$ cat config.mk
export PLATFORM = sky130hd
export DESIGN_NAME = i2c_target
export DESIGN_NICKNAME = d
export VERILOG_FILES = /design/src/rtl/i2c_target.sv
export SDC_FILE = /design/constraint.sdc
export NUM_CORES = 1
export LEC_CHECK = 0
export CORE_AREA = 2 2 79 81
export DETAILED_ROUTE_END_ITERATION = 8
export DIE_AREA = 0 0 81 83
export PLACE_DENSITY_LB_ADDON = 0.2
export SKIP_LAST_GASP = 1
export SYNTH_ARGS = -nofsm -noshare
export SYNTH_HDL_FRONTEND = slang
export SYNTH_SLANG_ARGS = --single-unit
$ cat constraint.sdc
create_clock -name clk -period 2.5 [get_ports clk]
set_input_delay 0.5 -clock clk [delete_from_list [all_inputs] [get_ports clk]]
set_output_delay 0.5 -clock clk [all_outputs]
set_load 0.1 [all_outputs]
$ cat src/rtl/i2c_target.sv
// I2C target with a fixed 7-bit address. Inputs are synchronized and glitch filtered.
// Bytes move through valid/ready streams, and SCL is stretched while a stream is waiting.
module i2c_target #(
  parameter logic [6:0] ADDRESS    = 7'h2F,
  parameter int         FILTER_LEN = 3
) (
  input  logic       clk,
  input  logic       rst,
  input  logic       scl_in,
  input  logic       sda_in,
  output logic       scl_oe,
  output logic       sda_oe,
  output logic       i2c_write,
  output logic       i2c_read,
  output logic [7:0] i2c_write_data,
  output logic       i2c_write_valid,
  input  logic       i2c_write_ready,
  output logic       i2c_read_ready,
  input  logic [7:0] i2c_read_data,
  input  logic       i2c_read_valid
);

  typedef enum logic [3:0] {
    IDLE, ADDR, ADDR_ACK, WR_BYTE, WR_WAIT, WR_ACK, RD_WAIT, RD_BYTE, RD_ACK, IGNORE
  } state_t;

  logic [1:0]            scl_sync, sda_sync;
  logic [FILTER_LEN-1:0] scl_hist, sda_hist;
  logic                  scl_f, sda_f, scl_prev, sda_prev;

  // A new level is accepted only after FILTER_LEN identical synchronized samples.
  always_ff @(posedge clk) begin
    if (rst) begin
      scl_sync <= '1;
      sda_sync <= '1;
      scl_hist <= '1;
      sda_hist <= '1;
      scl_f    <= 1'b1;
      sda_f    <= 1'b1;
      scl_prev <= 1'b1;
      sda_prev <= 1'b1;
    end else begin
      scl_sync <= {scl_sync[0], scl_in};
      sda_sync <= {sda_sync[0], sda_in};
      scl_hist <= FILTER_LEN'({scl_hist, scl_sync[1]});
      sda_hist <= FILTER_LEN'({sda_hist, sda_sync[1]});
      if (&scl_hist)       scl_f <= 1'b1;
      else if (~|scl_hist) scl_f <= 1'b0;
      if (&sda_hist)       sda_f <= 1'b1;
      else if (~|sda_hist) sda_f <= 1'b0;
      scl_prev <= scl_f;
      sda_prev <= sda_f;
    end
  end

  logic scl_rise, scl_fall, start_det, stop_det;
  assign scl_rise  = scl_f & ~scl_prev;
  assign scl_fall  = ~scl_f & scl_prev;
  assign start_det = scl_f & scl_prev & sda_prev & ~sda_f;
  assign stop_det  = scl_f & scl_prev & ~sda_prev & sda_f;

  state_t     state, state_n;
  logic [3:0] bit_cnt, bit_cnt_n;
  logic [7:0] shift, shift_n;
  logic [6:0] tx, tx_n;
  logic       rw, rw_n, ack_ok, ack_ok_n;
  logic       scl_oe_n, sda_oe_n, i2c_write_n, i2c_read_n;
  logic [7:0] write_data_n;
  logic       write_valid_n, read_ready_n;

  always_ff @(posedge clk) begin
    if (rst) begin
      state           <= IDLE;
      bit_cnt         <= 4'd0;
      shift           <= 8'd0;
      tx              <= 7'd0;
      rw              <= 1'b0;
      ack_ok          <= 1'b0;
      scl_oe          <= 1'b0;
      sda_oe          <= 1'b0;
      i2c_write       <= 1'b0;
      i2c_read        <= 1'b0;
      i2c_write_data  <= 8'd0;
      i2c_write_valid <= 1'b0;
      i2c_read_ready  <= 1'b0;
    end else begin
      state           <= state_n;
      bit_cnt         <= bit_cnt_n;
      shift           <= shift_n;
      tx              <= tx_n;
      rw              <= rw_n;
      ack_ok          <= ack_ok_n;
      scl_oe          <= scl_oe_n;
      sda_oe          <= sda_oe_n;
      i2c_write       <= i2c_write_n;
      i2c_read        <= i2c_read_n;
      i2c_write_data  <= write_data_n;
      i2c_write_valid <= write_valid_n;
      i2c_read_ready  <= read_ready_n;
    end
  end

  always_comb begin
    state_n       = state;
    bit_cnt_n     = bit_cnt;
    shift_n       = shift;
    tx_n          = tx;
    rw_n          = rw;
    ack_ok_n      = ack_ok;
    scl_oe_n      = scl_oe;
    sda_oe_n      = sda_oe;
    i2c_write_n   = 1'b0;
    i2c_read_n    = 1'b0;
    write_data_n  = i2c_write_data;
    write_valid_n = i2c_write_valid;
    read_ready_n  = i2c_read_ready;

    // Bus conditions override bit handling and abandon any pending handshake.
    if (start_det || stop_det) begin
      state_n       = start_det ? ADDR : IDLE;
      bit_cnt_n     = 4'd0;
      ack_ok_n      = 1'b0;
      scl_oe_n      = 1'b0;
      sda_oe_n      = 1'b0;
      write_valid_n = 1'b0;
      read_ready_n  = 1'b0;
    end else begin
      case (state)
        ADDR, WR_BYTE: begin
          if (scl_rise && bit_cnt != 4'd8) begin
            shift_n   = {shift[6:0], sda_f};
            bit_cnt_n = bit_cnt + 4'd1;
          end else if (scl_fall && bit_cnt == 4'd8) begin
            bit_cnt_n = 4'd0;
            if (state == WR_BYTE) begin
              write_data_n  = shift;
              write_valid_n = 1'b1;
              scl_oe_n      = 1'b1;
              state_n       = WR_WAIT;
            end else if (shift[7:1] == ADDRESS) begin
              rw_n        = shift[0];
              sda_oe_n    = 1'b1;
              i2c_write_n = ~shift[0];
              i2c_read_n  = shift[0];
              state_n     = ADDR_ACK;
            end else begin
              state_n = IGNORE;
            end
          end
        end
        ADDR_ACK: begin
          if (scl_fall) begin
            sda_oe_n = 1'b0;
            if (rw) begin
              read_ready_n = 1'b1;
              scl_oe_n     = 1'b1;
              state_n      = RD_WAIT;
            end else begin
              state_n = WR_BYTE;
            end
          end
        end
        WR_WAIT: begin
          if (i2c_write_ready) begin
            write_valid_n = 1'b0;
            sda_oe_n      = 1'b1;
            scl_oe_n      = 1'b0;
            bit_cnt_n     = 4'd0;
            state_n       = WR_ACK;
          end
        end
        WR_ACK: begin
          if (scl_fall) begin
            sda_oe_n = 1'b0;
            state_n  = WR_BYTE;
          end
        end
        RD_WAIT: begin
          if (i2c_read_valid) begin
            tx_n         = i2c_read_data[6:0];
            sda_oe_n     = ~i2c_read_data[7];
            read_ready_n = 1'b0;
            scl_oe_n     = 1'b0;
            bit_cnt_n    = 4'd0;
            state_n      = RD_BYTE;
          end
        end
        RD_BYTE: begin
          if (scl_rise && bit_cnt != 4'd8) begin
            bit_cnt_n = bit_cnt + 4'd1;
          end else if (scl_fall && bit_cnt == 4'd8) begin
            sda_oe_n  = 1'b0;
            bit_cnt_n = 4'd0;
            state_n   = RD_ACK;
          end else if (scl_fall && bit_cnt != 4'd0) begin
            sda_oe_n = ~tx[6];
            tx_n     = {tx[5:0], 1'b0};
          end
        end
        RD_ACK: begin
          if (scl_rise) begin
            if (sda_f) state_n  = IGNORE;
            else       ack_ok_n = 1'b1;
          end else if (scl_fall && ack_ok) begin
            ack_ok_n     = 1'b0;
            read_ready_n = 1'b1;
            scl_oe_n     = 1'b1;
            state_n      = RD_WAIT;
          end
        end
        IDLE, IGNORE: ;
        default: state_n = IDLE;
      endcase
    end
  end

endmodule

==> impl_metrics.tcl <==
set metrics [dict create \
    status "finished, final reports clean" \
    skew_ns 0.00363 \
    cellLeakagePower_nw 1.11 \
    setup_tns_ns 0 \
    synth_nets 293 \
    synthCells 277 \
    clock_latency_ns 0.31 \
    yosysTopAreaCell "dfxtp_1" \
    cts.sinks 53 \
    die_h_um 83 \
    worstPathMaxFanout 10 \
    worstReg2RegStart "state[3]" \
    synth_warnings 0 \
    syn2layout_area_growth_pct 15.0 \
    dieArea_um2 6720 \
    stdcell_area_um2 2940 \
    num_io_pins 28 \
    place.gp.congestion 0.884 \
    cts.clk_slew.worst_paths_ns 0.10 \
    power.density_nw_per_um2 624 \
    hpwl_um 3750 \
    coreArea_um2 5820 \
    p_int_mw 1.27 \
    rows 28 \
    routedWlPerCell_um 13.9 \
    holdPathEnd "sda_hist[0]" \
    worst_slack_ns 0.433 \
    setup_viol 0 \
    ff2ff_path_depth 5 \
    worstPathRequired_ns 2.71 \
    worstHoldStart "sda_sync[1]" \
    dp.cells 369 \
    hold_class "reg2reg" \
    slew_headroom 0.634 \
    worstSetupPathType "reg2reg" \
    fmax_mhz 484 \
    instances_no_fill 377 \
    final_util 0.506 \
    die_w_um 81 \
    rsz0062_at_grt "no" \
    cts.htree.levels 2 \
    start_util 0.440 \
    nFillCells 577 \
    post_cts_buffers 0 \
    p_seq_frac 0.494 \
    ys_ff_latch 53 \
    grt_usage 0.169 \
    drt-total-wl_um 5230 \
    drt-initial-drc-count 115 \
    num_antenna_cells 0 \
    critPathCaptureType "register" \
    async_reset_ff_frac 0 \
    grt_pass1_wl_um 9090 \
    r2r-end "state[0]" \
    vias_per_cell 5.40 \
    swShare 0.306 \
    synth.cells.most_frequent "dfxtp_1 (53), nor2_1 (35), mux2i_1 (24)" \
    worst-r2r-setup-slack_ns 0.43 \
    portBuffers 27 \
    clock_path_buffers 2 \
    synthesis.area_um2 2560 \
    grt_max_degree 40 \
    cts_buffers 5 \
    power_switching_mw 0.562 \
    hold_ws_ns 0.419 \
    cts_resized 0 \
    drive_gt1_frac 0.202 \
    avgSynthCellArea_um2 9.24 \
    first_pass_iters 4 \
    drv_cap 0 \
    peakVddDrop_mv 0.418 \
    fin_nets 317 \
    vias 2034 \
    yosysTopAreaCellShare 0.414 \
    grt_pass1_vias 1912 \
    tightest_slew_ns 0.549 \
    synth_cell_type_count 60 \
    min_period_ns 2.07 \
    finalCritPeriodShare 0.827 \
    yosys-top-cells-area "dfxtp_1 (41%), mux2i_1 (9.4%), nor2_1 (5.1%)" \
    combPwrFrac 0.218 \
    synth-edff-count 0 \
    synth_most_common_cell "dfxtp_1" \
    clock_power_share 0.288 \
    place_ws_ns 0.318 \
    route.detailed.drc 0 \
    hold-path-cell-count 1 \
    worstPathArrival_ns 2.27 \
    grt_overflow_total 0 \
    drtAntennaViolNets 0 \
    yosysSeqAreaShare 0.414 \
    place_area_um2 2840 \
    antenna_found_initial 0 \
    root_buffer "clkbuf_8" \
    finalHoldViolCount 0 \
    ys.flop_type "dfxtp_1" \
    slew_viol_final 0 \
    hold_buffers 0 \
    cts_tree "yes" \
    finalPower_mw 1.84 \
    start_kind "register" \
]
## area by class of cell
type	count	area, um^2	share of cell area
inverter	7	26.3	0.00893
sequential	53	1060	0.361
multi-input combinational	197	1350	0.459
timing repair buffer	37	310	0.105
clock buffer	6	82.6	0.0281
clock inverter	2	17.5	0.00595
tap	75	93.8	0.0319
## cells in the final DEF (no fill, tap or decap), drive strengths merged, types with 3 or more instances in the layout
cell type / instances
nand2: 12
nand3: 7
a21oi: 17
mux2i: 24
or2: 13
a211oi: 9
clkdlybuf4s50: 13
clkbuf: 6
nor2: 36
o31ai: 5
nor3: 3
o21bai: 3
inv: 8
nor2b: 7
dfxtp: 53
nand2b: 7
o21ai: 9
buf: 24
## critical path, cell delays in order, from the launching register on
cell     delay [ns]
dfxtp_1        0.61
or4b_4         0.57
a21oi_1        0.18
o21ai_2        0.12
a21oi_1        0.16
mux2_1         0.33
## flip-flops by register name (all words and copies together), names as in the netlist, 2 cells and up
name,cells
bit_cnt,4
shift,8
sda_hist,3
sda_sync,2
state,4
tx,7
scl_hist,3
i2c_write_data,8
scl_sync,2
## per-layer routing
metal,share of wire,global-route usage
met1,0.51,0.247
met2,0.43,0.246
met3,0.038,0.0337
met4,0.015,0.0539
met5,0,0
## worst max path at each step
stage                        endpoint  cells after the start           start
detailed placement         bit_cnt[3]                      5  i2c_read_valid
finish                       state[0]                      5        state[3]
global placement           bit_cnt[2]                      5  i2c_read_valid
floorplan                    state[0]                      6        state[1]
global route        i2c_write_data[2]                      8      bit_cnt[0]
CTS                        bit_cnt[3]                      7      bit_cnt[0]
## power by group through the flow
stage / registers, mW / clock network (mW) / logic (mW)
2_1_floorplan: 0.931 / 0 / 0.304
3_3_place_gp: 0.926 / 0 / 0.396
3_5_place_dp: 0.925 / 0 / 0.398
4_1_cts: 0.906 / 0.547 / 0.398
5_1_grt: 0.911 / 0.579 / 0.435
6_report: 0.907 / 0.529 / 0.399
## kinds of logic (layout without fill, tap and decap cells)
logic type | count (synthesis) | after routing | synth area share
AND/OR/NAND/NOR | 102 | 102 | 0.217
AO/OA/AOI/OAI | 66 | 66 | 0.196
flip-flops | 53 | 53 | 0.414
buffers and inverters | 27 | 52 | 0.0577
multiplexers | 25 | 25 | 0.0982
adder cells (fa/ha/maj) | 2 | 2 | 0.00977
XOR/XNOR | 2 | 2 | 0.00684
Power figures use the tool's default switching activity.
